<file path="src/rtl/bram_arbiter.sv">
// rtl/bram_arbiter.sv - two-port (instruction/data) round-robin arbiter in front of a single on-chip BRAM
module bram_arbiter #(
   parameter int RD_LAT = 1
) (
   input  logic        clk_clk,
   input  logic        reset_reset,

   input  logic        i_valid,
   output logic        i_ready,
   input  logic [9:0]  i_addr,
   output logic        i_rvalid,
   output logic [31:0] i_rdata,

   input  logic        d_valid,
   output logic        d_ready,
   input  logic [9:0]  d_addr,
   input  logic        d_we,
   input  logic [31:0] d_wdata,
   input  logic [3:0]  d_be,
   input  logic        d_lock,
   output logic        d_rvalid,
   output logic [31:0] d_rdata,

   output logic [9:0]  onchip_memory_address,
   output logic        onchip_memory_chipselect,
   output logic        onchip_memory_clken,
   output logic        onchip_memory_write,
   output logic [31:0] onchip_memory_writedata,
   output logic [3:0]  onchip_memory_byteenable,
   input  logic [31:0] onchip_memory_readdata
);

   // lock_q: data port owns the memory for a read-modify-write sequence
   logic lock_q;
   // prio_d_q: 1 when the data port wins the next contention, 0 for instruction
   logic prio_d_q;

   logic grant_i;
   logic grant_d;
   logic rd_accept;

   // In-flight read tracker: one valid bit and one owner bit (1 = data) per latency stage
   logic [RD_LAT-1:0] pipe_vld;
   logic [RD_LAT-1:0] pipe_own;

   // Grant selection: reset blocks everything, a held lock excludes the instruction port,
   // contention is settled by the round-robin priority bit
   always_comb begin
      grant_i = 1'b0;
      grant_d = 1'b0;
      if (!reset_reset) begin
         if (lock_q) begin
            grant_d = d_valid;
         end else if (i_valid && d_valid) begin
            grant_d = prio_d_q;
            grant_i = !prio_d_q;
         end else begin
            grant_i = i_valid;
            grant_d = d_valid;
         end
      end
   end

   assign rd_accept = grant_i | (grant_d & ~d_we);

   // Priority flips to the other port after every grant; lock follows d_lock while granted/held
   always_ff @(posedge clk_clk) begin
      if (reset_reset) begin
         lock_q   <= 1'b0;
         prio_d_q <= 1'b0;
      end else begin
         if (grant_i) begin
            prio_d_q <= 1'b1;
         end else if (grant_d) begin
            prio_d_q <= 1'b0;
         end
         if (grant_d && d_lock) begin
            lock_q <= 1'b1;
         end else if (!d_lock) begin
            lock_q <= 1'b0;
         end
      end
   end

   // Shift accepted reads down the latency pipeline; reset drops anything in flight
   always_ff @(posedge clk_clk) begin
      if (reset_reset) begin
         pipe_vld <= '0;
         pipe_own <= '0;
      end else begin
         pipe_vld[0] <= rd_accept;
         pipe_own[0] <= grant_d;
         for (int k = 1; k < RD_LAT; k++) begin
            pipe_vld[k] <= pipe_vld[k-1];
            pipe_own[k] <= pipe_own[k-1];
         end
      end
   end

   assign i_ready = grant_i;
   assign d_ready = grant_d;

   // Only the last stage is visible; a single owner bit makes both rvalids mutually exclusive
   assign i_rvalid = !reset_reset && pipe_vld[RD_LAT-1] && !pipe_own[RD_LAT-1];
   assign d_rvalid = !reset_reset && pipe_vld[RD_LAT-1] &&  pipe_own[RD_LAT-1];
   assign i_rdata  = onchip_memory_readdata;
   assign d_rdata  = onchip_memory_readdata;

   assign onchip_memory_clken      = 1'b1;
   assign onchip_memory_chipselect = grant_i | grant_d;
   assign onchip_memory_write      = grant_d & d_we;
   assign onchip_memory_address    = grant_d ? d_addr : (grant_i ? i_addr : 10'd0);
   assign onchip_memory_writedata  = grant_d ? d_wdata : 32'd0;
   assign onchip_memory_byteenable = (grant_d && d_we) ? d_be :
                                     ((grant_i || grant_d) ? 4'hF : 4'h0);

endmodule
</file>
<file path="config.mk">
export PLATFORM = sky130hd
export DESIGN_NAME = bram_arbiter
export DESIGN_NICKNAME = d
export VERILOG_FILES = /design/src/rtl/bram_arbiter.sv
export SDC_FILE = /design/constraint.sdc
export NUM_CORES = 1
export LEC_CHECK = 0
export CORE_AREA = 2 2 81 83
export DETAILED_ROUTE_END_ITERATION = 7
export DIE_AREA = 0 0 83 85
export GPL_ROUTABILITY_DRIVEN = 0
export HOLD_SLACK_MARGIN = 0.02
export PLACE_DENSITY = 0.74
export SLEW_MARGIN = 10
export SYNTH_ARGS = -nofsm -noshare
export SYNTH_HDL_FRONTEND = slang
export SYNTH_SLANG_ARGS = --single-unit
</file>
<file path="constraint.sdc">
create_clock -name clk_clk -period 2.8 [get_ports clk_clk]
set_input_delay 0.42 -clock clk_clk [delete_from_list [all_inputs] [get_ports clk_clk]]
set_output_delay 0.42 -clock clk_clk [all_outputs]
set_load 0.02 [all_outputs]
</file>
==> results.cfg <==
[global_routing]
grt.total_usage = 0.1037
grt_pass1_wl_um = 5796
antenna_found_initial = 0
grt_pass1_vias = 1126
overflow = 0
grt_max_degree = 25

[die]
initial_core_util = 0.1692
die-height_um = 85
top_level_ports = 211
row_count = 29
dieWidth_um = 83
die_area_sq_um = 7055
core_sq_um = 6205

[critical_path]
cp.arrival_ps = 2300
cp_slowest_cell = clkdlybuf4s50_1
crit_path_end = onchip_memory_byteenable[2]
r2r_slack_ps = 1560
crit_path_end_kind = output pin
critPathLaunch = i_valid
slowest_delay_ps = 600
r2r-start = prio_d_q$_SDFFE_PP0P_
path_common_cell = clkdlybuf4s50_1
reg2reg_to = pipe_vld$_SDFF_PP0_
startpoint_type = input pin
path_cells = clkdlybuf4s50_1 > or3b_1 > nand3_1 > o21a_1 > clkdlybuf4s50_1
crit_fanout = 5
path_class = input pin to output pin
critPathRequiredTime_ps = 2380
r2r_cells = 3

[cts]
cts_tree = yes
cts_root_buf = clkbuf_8
cts_hold_buf = 0
h-tree-depth = 1
cts_made_buffers = 3
clkTransAtPathRegs_ps = 30
cts.sinks = 4
clock_latency_ps = 210
clock_path_buffers = 2

[timing]
rsz0062_at_grt = no
fin_crit_ps = 2719
fin_ws_ps = 81.00
setup_viol = 0
fin_skew_ps = 4.184
period_share = 0.9711
finalHoldViolCount = 0
setup_tns_ps = 0
max_freq_mhz = 367.8
maxSlewViolCount = 0

[layout]
nets = 289
antennaDiodeCount = 0
final_common_cell = clkdlybuf4s50_1
fillers = 646
final_cell_mix = clkdlybuf4s50_1, and3_1, a22o_1
area_growth_pct = 75.92
drive_gt1_frac = 0.06736

[placement]
io_buffer_count = 113
dp_slack_ps = 93.27
dpl.hpwl_um = 3329

[power_and_ir_drop]
seqPwrFrac = 0.139
comb_power_share = 0.603
internal-power_uw = 318.1
p_per_area_nw_per_um2 = 248.2
irDropWorstVdd_uv = 83.36
swShare = 0.3059
power.leakage_uw = 0.0008128
p_sw_uw = 140.2
power_uw = 458.3
clkPwrFrac = 0.259

[drt]
vias_per_cell = 4.119
dr.first_iter.drc_count = 37
wl_um = 3865
ant_nets = 0
num_vias = 1112
avgRoutedWirePerCell_um = 14.31
drc = 0
dr.pass1.iters = 4

[synthesis]
ys_ff_latch = 4
synth_nets = 238
avgSynthCellArea_sq_um = 7.290
ys_seq_area_frac = 0.07628
syn-cell-area_sq_um = 1050
yosysWarnings = 0
synth_cell_types = 23
synth_cells = 144

[worst_hold_path]
hp-class = register to register

[run_status]
status = complete, no violations

[run]
maxCapViolations = 0
cell usage after synthesis:
library cell  count  area (sq um)
and2_4            1         8.760
or3b_1            1         8.760
o21a_1            4         30.03
buf_2             2         10.01
nor3b_1           2         15.01
and2_1            1         6.260
nand3_1           1         5.000
and3_1           32         200.2
conb_1            1         3.750
nand2b_1          2         12.51
buf_6             1         11.26
nor2b_1           1         6.260
a21oi_1           3         15.01
inv_1             2         7.510
and3b_1           1         8.760
inv_2             1         3.750
a21o_1            1         7.510
clkbuf_1          6         22.52
buf_4            65         488.0
a211oi_1          1         7.510
dfxtp_1           4         80.08
nand2_1           1         3.750
a22o_1           10         87.58
cells by family after synthesis:
kind of cell    Yosys count  share of synthesized area
buf+inv                  77                     0.5173
flops                     4                    0.07628
compound gates           19                     0.1406
simple gates             43                     0.2622
other cells               1                   0.003572
routing by layer:
| layer | GRT usage | up-vias | routed length, um |
|---|---|---|---|
| met4 | 0.06855 | 0 | 186 |
| met2 | 0.1913 | 89 | 1955 |
| met5 | 0 | - | 0 |
| met1 | 0.09585 | 474 | 1338 |
| met3 | 0.03794 | 28 | 385 |
| li1 | - | 521 | - |
worst min path at each step:
stage / from / endpoint / slack (ps) / cells after the start
global placement: prio_d_q$_SDFFE_PP0P_ / prio_d_q$_SDFFE_PP0P_ / 470 / 2
detailed placement: prio_d_q$_SDFFE_PP0P_ / prio_d_q$_SDFFE_PP0P_ / 480 / 2
floorplan: prio_d_q$_SDFFE_PP0P_ / prio_d_q$_SDFFE_PP0P_ / 450 / 2
CTS: prio_d_q$_SDFFE_PP0P_ / prio_d_q$_SDFFE_PP0P_ / 490 / 2
global route: prio_d_q$_SDFFE_PP0P_ / prio_d_q$_SDFFE_PP0P_ / 520 / 2
finish: prio_d_q$_SDFFE_PP0P_ / prio_d_q$_SDFFE_PP0P_ / 480 / 2
power by group through the flow:
stage	Sequential (uW)	Combinational, uW	Clock [uW]
after floorplan	63.6	240	0
after global placement	64.1	274	0
after detailed placement	64.2	277	0
after CTS	63.5	278	123
after global routing	64.0	292	129
final	63.6	276	119
cell type report:
cell class / count / area, sq um / share of cell area
multi-input combinational: 63 / 434.2 / 0.2351
timing repair buffer: 120 / 1184 / 0.6409
tap: 77 / 96.34 / 0.05217
sequential: 4 / 80.08 / 0.04336
clock buffer: 3 / 41.29 / 0.02236
inverter: 3 / 11.26 / 0.006098
sequential cells by signal, indices dropped and copies added (netlist names):
name      count
pipe_vld      1
prio_d_q      1
lock_q        1
pipe_own      1
timing repair:
item | CTS | global route
gates resized for setup | 0 | 1
setup endpoints to repair | 0 | 15
buffers inserted | 0 | 0
critical path, delay by kind of cell:
| family | cells | cell delay, ps |
|---|---|---|
| buf+inv | 2 | 1110 |
| compound gates | 1 | 140 |
| simple gates | 2 | 620 |
metrics by stage:
step	std cells	cell area, sq um	hold slack [ps]	util
4_1_cts	270	1842	485.8	0.2968
5_1_grt	270	1847	515.8	0.2976
2_1_floorplan	144	1050	447.7	-
3_5_place_dp	267	1800	479.8	0.2902
6_report	270	1847	479.7	0.2976
3_3_place_gp	267	1800	471.8	0.2902
No activity file was read; power rests on OpenSTA's default activity.
